==> src/rtl/parking_pkg.sv <==
// Shared definitions for the parking-lot gate direction detectors:
// FSM state encoding and synchronized sensor-pair codes {a_s, b_s}.
package parking_pkg;

  typedef enum logic [2:0] {
    IDLE    = 3'd0,
    B_ONLY  = 3'd1,
    BOTH    = 3'd2,
    A_ONLY  = 3'd3,
    LOCKOUT = 3'd4
  } park_state_t;

  localparam logic [1:0] S_NONE = 2'b00;
  localparam logic [1:0] S_B    = 2'b01;
  localparam logic [1:0] S_A    = 2'b10;
  localparam logic [1:0] S_AB   = 2'b11;

  // True for the states that belong to a car actually crossing the beams.
  function automatic logic is_mid(input park_state_t st);
    return (st == B_ONLY) || (st == BOTH) || (st == A_ONLY);
  endfunction

endpackage

==> src/rtl/sensor_sync.sv <==
// Multi-flop synchronizer for a bus of independent asynchronous sensor bits.
// Each bit passes through STAGES flops; the chain clears on reset.
module sensor_sync #(
  parameter int STAGES = 2,
  parameter int W      = 2
) (
  input  logic         clk,
  input  logic         reset,
  input  logic [W-1:0] d,
  output logic [W-1:0] q
);

  logic [STAGES-1:0][W-1:0] chain;

  always_ff @(posedge clk or negedge reset) begin
    if (!reset) begin
      chain <= '0;
    end else begin
      chain <= {chain[STAGES-2:0], d};
    end
  end

  assign q = chain[STAGES-1];

endmodule

==> src/rtl/fsm_out.sv <==
// Exit-direction detector on the gate's outer (a) / inner (b) beam pair.
// Optional dwell timeout on mid-sequence states: define FSM_OUT_TIMEOUT_EN.
module fsm_out
  import parking_pkg::*;
#(
  parameter int SYNC_STAGES    = 2,
  parameter int CNT_W          = 8,
  parameter int TIMEOUT_CYCLES = 1000
) (
  input  logic             clk,
  input  logic             reset,
  input  logic             a,
  input  logic             b,
  input  logic             cnt_clr,
  output logic             exit_pulse,
  output logic             err_pulse,
  output logic             busy,
  output logic [CNT_W-1:0] exit_count
);

  localparam logic [CNT_W-1:0] CNT_MAX = '1;

  if (SYNC_STAGES < 2 || SYNC_STAGES > 3 || TIMEOUT_CYCLES < 2) begin : g_param_check
    $error("fsm_out: SYNC_STAGES must be 2..3 and TIMEOUT_CYCLES at least 2");
  end

  logic [1:0]  s;
  park_state_t state;
  park_state_t state_nxt;
  logic        exit_nxt;
  logic        err_nxt;

  sensor_sync #(
    .STAGES (SYNC_STAGES),
    .W      (2)
  ) u_sync (
    .clk   (clk),
    .reset (reset),
    .d     ({a, b}),
    .q     (s)
  );

`ifdef FSM_OUT_TIMEOUT_EN
  localparam int DWELL_W = $clog2(TIMEOUT_CYCLES + 1);
  logic [DWELL_W-1:0] dwell;
  logic               dwell_expired;

  assign dwell_expired = (dwell == DWELL_W'(TIMEOUT_CYCLES - 1));

  // Counts edges spent in the current crossing state; restarts on any change.
  always_ff @(posedge clk or negedge reset) begin
    if (!reset) begin
      dwell <= '0;
    end else if (state_nxt != state || !is_mid(state_nxt)) begin
      dwell <= '0;
    end else begin
      dwell <= dwell + 1'b1;
    end
  end
`endif

  always_comb begin
    state_nxt = state;
    exit_nxt  = 1'b0;
    err_nxt   = 1'b0;
    case (state)
      IDLE: begin
        case (s)
          S_B:     state_nxt = B_ONLY;
          S_AB:    begin state_nxt = LOCKOUT; err_nxt = 1'b1; end
          default: state_nxt = IDLE;  // S_A is an entering car, not ours
        endcase
      end
      B_ONLY: begin
        case (s)
          S_AB:    state_nxt = BOTH;
          S_NONE:  state_nxt = IDLE;
          S_A:     begin state_nxt = LOCKOUT; err_nxt = 1'b1; end
          default: state_nxt = B_ONLY;
        endcase
      end
      BOTH: begin
        case (s)
          S_A:     state_nxt = A_ONLY;
          S_B:     state_nxt = B_ONLY;
          S_NONE:  begin state_nxt = IDLE; err_nxt = 1'b1; end
          default: state_nxt = BOTH;
        endcase
      end
      A_ONLY: begin
        case (s)
          S_NONE:  begin state_nxt = IDLE; exit_nxt = 1'b1; end
          S_AB:    state_nxt = BOTH;
          S_B:     begin state_nxt = LOCKOUT; err_nxt = 1'b1; end
          default: state_nxt = A_ONLY;
        endcase
      end
      LOCKOUT: begin
        if (s == S_NONE) state_nxt = IDLE;
      end
      default: state_nxt = IDLE;
    endcase
`ifdef FSM_OUT_TIMEOUT_EN
    if (is_mid(state) && state_nxt == state && dwell_expired) begin
      state_nxt = LOCKOUT;
      err_nxt   = 1'b1;
    end
`endif
  end

  always_ff @(posedge clk or negedge reset) begin
    if (!reset) begin
      state      <= IDLE;
      exit_pulse <= 1'b0;
      err_pulse  <= 1'b0;
      busy       <= 1'b0;
      exit_count <= '0;
    end else begin
      state      <= state_nxt;
      exit_pulse <= exit_nxt;
      err_pulse  <= err_nxt;
      busy       <= (state_nxt != IDLE);
      // A clear wins over a coincident exit; the pulse itself still fires.
      if (cnt_clr) begin
        exit_count <= '0;
      end else if (exit_nxt && exit_count != CNT_MAX) begin
        exit_count <= exit_count + 1'b1;
      end
    end
  end

endmodule

==> config.mk <==
export PLATFORM = sky130hd
export DESIGN_NAME = fsm_out
export DESIGN_NICKNAME = d
export VERILOG_FILES = /design/src/rtl/parking_pkg.sv /design/src/rtl/sensor_sync.sv /design/src/rtl/fsm_out.sv
export SDC_FILE = /design/constraint.sdc
export NUM_CORES = 1
export LEC_CHECK = 0
export BUFFER_PORTS_ARGS = -buffer_cell sky130_fd_sc_hd__buf_2
export CORE_MARGIN = 2
export CORE_UTILIZATION = 54
export CTS_CLUSTER_DIAMETER = 100
export CTS_CLUSTER_SIZE = 20
export DETAILED_ROUTE_END_ITERATION = 8
export HOLD_SLACK_MARGIN = 0.03
export MAX_ROUTING_LAYER = met4
export PLACE_DENSITY = 0.86
export RECOVER_POWER = 100
export SLEW_MARGIN = 20
export SYNTH_ARGS = -nofsm -noshare
export SYNTH_HDL_FRONTEND = slang
export SYNTH_SLANG_ARGS = --single-unit
export TNS_END_PERCENT = 30
==> constraint.sdc <==
create_clock -name clk -period 2.45 [get_ports clk]
set_input_delay 0.49 -clock clk [delete_from_list [all_inputs] [get_ports clk]]
set_output_delay 0.49 -clock clk [all_outputs]
set_load 0.01 [all_outputs]
==> results_dict.tcl, run 1 <==
set metrics [dict create \
    fmax_ghz 0.5382 \
    ff2ff_setup_slack_ps 590 \
    tritoncts "yes" \
    clkLatencyLatePin_ps 280 \
    clk_pin_slew_worst_paths_ps 100 \
    p_leak_nw 0.4981 \
    root_buffer "clkbuf_4" \
    critPathMaxStageDelay_ps 440 \
    path_cells "inv_1 -> ha_1 -> and4b_1 -> nand4_1 -> a21oi_1 -> mux2_1" \
    fillers 156 \
    hold_class "in -> async" \
    ys.flop_type "dfrtp_1" \
    synth_edf_count 0 \
    post-route-period-util_pct 75.84 \
    drt-initial-drc-count 9 \
    gp_congestion 0.8621 \
    grt_pass1_wl_microns 2477 \
    worst_pin_slew_ps 901.2 \
    max_slew_margin_pct 39.92 \
    drive_gt1_share_pct 8.081 \
    ys_ff_latch 18 \
    endpoint_kind "register" \
    firstDrtPassIters 4 \
    numCtsBuffers 3 \
    syn-cell-area_sq_um 950.9 \
    synth_warnings 0 \
    htree_num_levels 1 \
    ios 16 \
    cts-resized-gates 0 \
    post-route-drc-count 0 \
    power.density_mw_per_mm2 546.2 \
    crit_slowest_cell "dfrtp_1" \
    portBuffers 15 \
    r2r_cells 6 \
    drv_cap 0 \
    ctsHoldBuffers 0 \
    num_vias 692 \
    grt_pass1_vias 605 \
    syn_area_per_cell_sq_um 11.32 \
    synth_cell_types 33 \
    core-area_sq_mm 0.001689 \
    synthArstFlopShare_pct 100.0 \
    area_delta_synth_final_pct 8.027 \
    ctsLongestPathBuffers 2 \
    dieWidth_microns 45.97 \
    hold_slack_ps 297.1 \
    ant_nets 0 \
    die-area_sq_mm 0.002113 \
    ir_drop_uv 272.8 \
    timing.rr.start "u_sync.q[0]" \
    antenna_found_initial 0 \
    arrival_ps 2030 \
    rsz0062_at_grt "no" \
    grt_overflow 0 \
    tns_ps 0 \
    cts_setup_buffers 0 \
    cts_num_sinks 18 \
    viasPerCell 5.966 \
    drv_slew 0 \
    status "finished, final reports clean" \
    synthCells 84 \
    num_rows 15 \
    dp_hpwl_microns 1222 \
    skew_ps 3.355 \
    grt_max_degree 19 \
    wire_per_inst_microns 14.05 \
    worstPathMaxFanout 9 \
    drt-total-wl_microns 1630 \
    yosysSeqAreaShare_pct 47.37 \
    start_kind "register" \
    hold_viol 0 \
    path_class "reg -> reg" \
    die_h_microns 45.97 \
    nets 113 \
    initial_utilization_pct 56.30 \
    setup_violations 0 \
    timing.final.crit_period_ps 1858 \
    antennaDiodeCount 0 \
    synth_nets 97 \
    groute.usage.overall_pct 16.64 \
    worst_ep_required_time_ps 2630 \
    r2r_end "exit_count[3]" \
]
synthesized netlist by cell type (all sizes together), types with 2 or more instances:
library cell | instances | area share [%]
a21oi | 3 | 1.6
and3 | 3 | 2.0
and4b | 2 | 2.1
buf | 4 | 3.6
dfrtp | 18 | 47
ha | 8 | 11
inv | 4 | 1.6
mux2i | 6 | 6.3
nand2 | 3 | 1.2
nand4 | 3 | 2.0
nor2 | 8 | 3.2
nor3 | 3 | 2.1
o21ai | 2 | 1.1
flip-flops by register name, summed over array words and instances (netlist names):
name / flops
u_sync.chain: 2
state: 3
busy: 1
exit_count: 8
u_sync.q: 2
err_pulse: 1
exit_pulse: 1
per-layer routing:
| metal | share of wire [%] | wire, microns | global-route usage (%) | vias up |
|---|---|---|---|---|
| met1 | 47 | 763 | 22.58 | 336 |
| li1 | - | - | - | 332 |
| met2 | 48 | 780 | 24.44 | 20 |
| met4 | 0.98 | 16 | 5.714 | 0 |
| met5 | 0 | 0 | - | - |
| met3 | 4.3 | 70 | 3.571 | 4 |
cells by family (layout without fill, tap and decap cells):
logic type	after synthesis	count (layout)	synth area share, %
adders and majority gates	8	8	10.53
DFF	18	18	47.37
buffers and inverters	8	23	5.131
AOI/OAI and AO/OA	10	10	6.711
xor gates and xnor gates	1	1	0.9212
and+or+nand+nor	31	31	19.48
muxes	8	8	9.868
layout make-up:
type                    instances  area, sq um  share of cell area, %
clock buffers                   4        36.28                  3.532
inverters                       4        15.01                  1.462
multi-input cells              58        444.2                  43.24
flip-flops and latches         18        450.4                  43.85
well taps                      17        21.27                  2.071
repair buffers                 15        60.06                  5.847
placed cells by master (no fill, tap or decap), types with 2 or more instances in the layout:
| master | n |
|---|---|
| clkbuf_1 | 12 |
| ha_1 | 8 |
| o21ai_0 | 2 |
| a21oi_1 | 3 |
| and3_1 | 3 |
| nand4_1 | 3 |
| mux2i_1 | 6 |
| inv_1 | 4 |
| nor2_1 | 8 |
| buf_2 | 3 |
| dfrtp_1 | 18 |
| and4b_1 | 2 |
| clkbuf_4 | 3 |
| nand2_1 | 3 |
| nor3_1 | 3 |
power breakdown:
group          switching (mW)  leakage, nW  internal [mW]  total [mW]
Combinational          0.0276        0.240         0.0265      0.0541
Sequential             0.0160        0.237          0.312       0.328
Clock                  0.0881       0.0210         0.0904       0.178
worst max-delay path by stage:
stage | start | end | slack, ps | depth (start not counted)
after global placement | u_sync.q[0] | exit_count[3] | 700 | 6
after CTS | u_sync.q[0] | exit_count[3] | 590 | 6
after global routing | u_sync.q[0] | exit_count[3] | 450 | 6
final | u_sync.q[0] | exit_count[3] | 590 | 6
after floorplan | u_sync.q[0] | exit_count[3] | 800 | 7
after detailed placement | u_sync.q[0] | exit_count[3] | 600 | 6
per-stage QoR:
step / setup slack, ps / instance area (sq um) / instances / utilization [%] / power (mW)
after detailed placement: 598.2 / 1013 / 112 / 60.00 / 0.3917
after global placement: 699.0 / 1013 / 112 / 60.00 / 0.3883
final: 592.0 / 1027 / 116 / 60.81 / 0.5610
after CTS: 593.2 / 1050 / 116 / 62.15 / 0.5715
after global routing: 445.5 / 1027 / 116 / 60.81 / 0.5923
after floorplan: 800.8 / 950.9 / 84 / - / 0.3711
critical path: cells and delay by family, from the launching register on:
kind                       cells  cell delay [ps]
DFF                            1              440
muxes                          1              340
AOI/OAI and AO/OA              1              160
adders and majority gates      1              190
buffers and inverters          1              120
and+or+nand+nor                2              490
Note: power is estimated with default switching activity, not from simulation.
==> inputs of run 2 (changes only) <==
- CORE_UTILIZATION: 54 -> 48
- PLACE_DENSITY: 0.86 -> 0.81
- clock period: 2.45 -> 1.5 ns (I/O delays scaled with it)
==> results_dict.tcl, run 2 (synthesized netlist as in run 1, its figures left out) <==
set metrics [dict create \
    endpoint_kind "register" \
    area_delta_synth_final_pct 32.63 \
    ant_nets 0 \
    fmax_ghz 0.6407 \
    crit_slowest_cell "dfrtp_1" \
    num_vias 756 \
    post-route-drc-count 0 \
    r2r_end "exit_count[3]" \
    tritoncts "yes" \
    path_cells "inv_2 -> ha_4 -> and4b_2 -> nand4_1 -> a21oi_2 -> mux2_4" \
    final_cell_mix "dfrtp_1 (18), buf_4 (15), buf_2 (14), nor2_1 (8), mux2i_1 (6)" \
    timing.rr.start "u_sync.q[0]" \
    ir_drop_uv 679.7 \
    regMostFlops "exit_count" \
    dpl_cell_area_sq_mm 0.001136 \
    worstPathMaxFanout 2 \
    antenna_found_initial 0 \
    htree_num_levels 1 \
    grt_overflow 0 \
    root_buffer "clkbuf_4" \
    violations "negative setup slack" \
    post-route-period-util_pct 104.1 \
    initial_utilization_pct 49.48 \
    power.density_mw_per_mm2 772.0 \
    drt-initial-drc-count 17 \
    rsz0062_at_grt "yes" \
    drv_slew 0 \
    drive_gt1_share_pct 44.83 \
    grt_max_degree 19 \
    switchingPower_mw 0.2366 \
    hold_path_depth 1 \
    viasPerCell 5.287 \
    grt_pass1_vias 744 \
    power.share.sequential_pct 53.5 \
    worst_pin_slew_ps 950.8 \
    dp_worst_setup_slack_ps -180.6 \
    die_h_microns 48.51 \
    core-area_sq_mm 0.001922 \
    setup_violations 1 \
    largest_register_ff_count 8 \
    antennaDiodeCount 0 \
    power_frac_clock_pct 30.9 \
    p_leak_nw 0.6289 \
    hold_class "in -> reg" \
    clkLatencyLatePin_ps 290 \
    num_rows 16 \
    timing.final.crit_period_ps 1561 \
    skew_ps 3.079 \
    status "finished, violations left" \
    drv_cap 0 \
    hold_viol 0 \
    ff2ff_setup_slack_ps -60 \
    stdcell_count 143 \
    wire_per_inst_microns 13.20 \
    top_regs "exit_count (8), state (3)" \
    dp.cells 135 \
    power.internal_mw 0.7371 \
    worst_ep_required_time_ps 1690 \
    start_kind "register" \
    numCtsBuffers 3 \
    layout_setup_ws_ps -60.91 \
    ios 16 \
    hold_end "u_sync.chain[0]" \
    dieWidth_microns 48.51 \
    ctsLongestPathBuffers 2 \
    layout_commonest_cell "dfrtp_1" \
    p_comb_share_pct 15.6 \
    r2r_cells 6 \
    arrival_ps 1750 \
    path_class "reg -> reg" \
    die-area_sq_mm 0.002353 \
    p_sw_share_pct 24.30 \
    portBuffers 15 \
    max_slew_margin_pct 36.62 \
    cts_num_sinks 18 \
    gp_congestion 0.8324 \
    groute.usage.overall_pct 18.61 \
    dp_hpwl_microns 1306 \
    clk_pin_slew_worst_paths_ps 100 \
    final_area_sq_mm 0.001261 \
    drt-total-wl_microns 1888 \
    nets 130 \
    critPathMaxStageDelay_ps 400 \
    firstDrtPassIters 4 \
    grt_pass1_wl_microns 3339 \
    worstHoldStart "b" \
]
[run 2: cell count changes in the layout (fill, tap and decap cells not counted), sizes merged]
cell,previous run,this run
buf,3,30
clkbuf,16,5
dlygate4sd3,0,1
[run 2: metal layers]
layer / vias to the layer above / part of all wire [%] / GRT usage [%]
li1: 364 / - / -
met2: 21 / 47 / 30.79
met4: 0 / 1.2 / 4.286
met5: - / 0 / -
met3: 4 / 4.1 / 4.630
met1: 367 / 47 / 23.27
[run 2: worst max-delay path, delay by kind of cell, from the launching register on]
| family | cells | cell delay [ps] |
|---|---|---|
| AND/OR/NAND/NOR | 2 | 380 |
| flip-flops | 1 | 400 |
| buffers and inverters | 1 | 80 |
| adder cells (fa/ha/maj) | 1 | 130 |
| multiplexers | 1 | 310 |
| AO/OA/AOI/OAI | 1 | 170 |
[run 2: layout make-up]
type / count / area, sq um
Clock buffer: 4 / 36.28
Fill cell: 156 / 660.6
Timing Repair Buffer: 32 / 207.7
Tap cell: 27 / 33.78
Sequential cell: 18 / 450.4
Inverter: 4 / 15.01
Multi-Input combinational cell: 58 / 518.0
[run 2: per-stage QoR]
stage | total power [mW] | hold slack, ps | utilization [%] | TNS [ps]
after floorplan | 0.6092 | 4.409 | - | -114.8
after global placement | 0.6617 | 240.7 | 59.11 | -120.3
after detailed placement | 0.6664 | 247.7 | 59.11 | -274.3
after CTS | 0.9679 | 101.1 | 62.96 | -68.76
after global routing | 1.032 | 75.04 | 65.63 | -364.6
final | 0.9737 | 105.1 | 65.63 | -60.91
[run 2: worst max-delay path by stage]
stage	from	slack (ps)	to	depth (start not counted)
finish	u_sync.q[0]	-60	exit_count[3]	6
global route	u_sync.q[0]	-140	exit_count[3]	6
CTS	u_sync.q[0]	-50	exit_count[3]	6
floorplan	u_sync.q[1]	-110	exit_count[3]	7
detailed placement	u_sync.q[1]	-180	exit_count[3]	6
global placement	u_sync.q[1]	-120	exit_count[3]	6
[run 2: timing repair]
| action | 4_1_cts | 5_1_grt |
|---|---|---|
| pin swaps | 2 | 4 |
| endpoints found under the setup margin | 7 | 8 |
| resized for setup | 4 | 10 |
| hold endpoints to repair | 18 | 0 |
| hold buffers | 1 | 0 |
| setup buffers | 2 | 1 |
[run 2: power by group through the flow]
stage | Combinational, mW | Sequential [mW] | Clock, mW
floorplan | 0.0683 | 0.541 | 0
global placement | 0.132 | 0.529 | 0
detailed placement | 0.136 | 0.531 | 0
CTS | 0.140 | 0.521 | 0.307
global route | 0.168 | 0.524 | 0.340
finish | 0.152 | 0.520 | 0.301
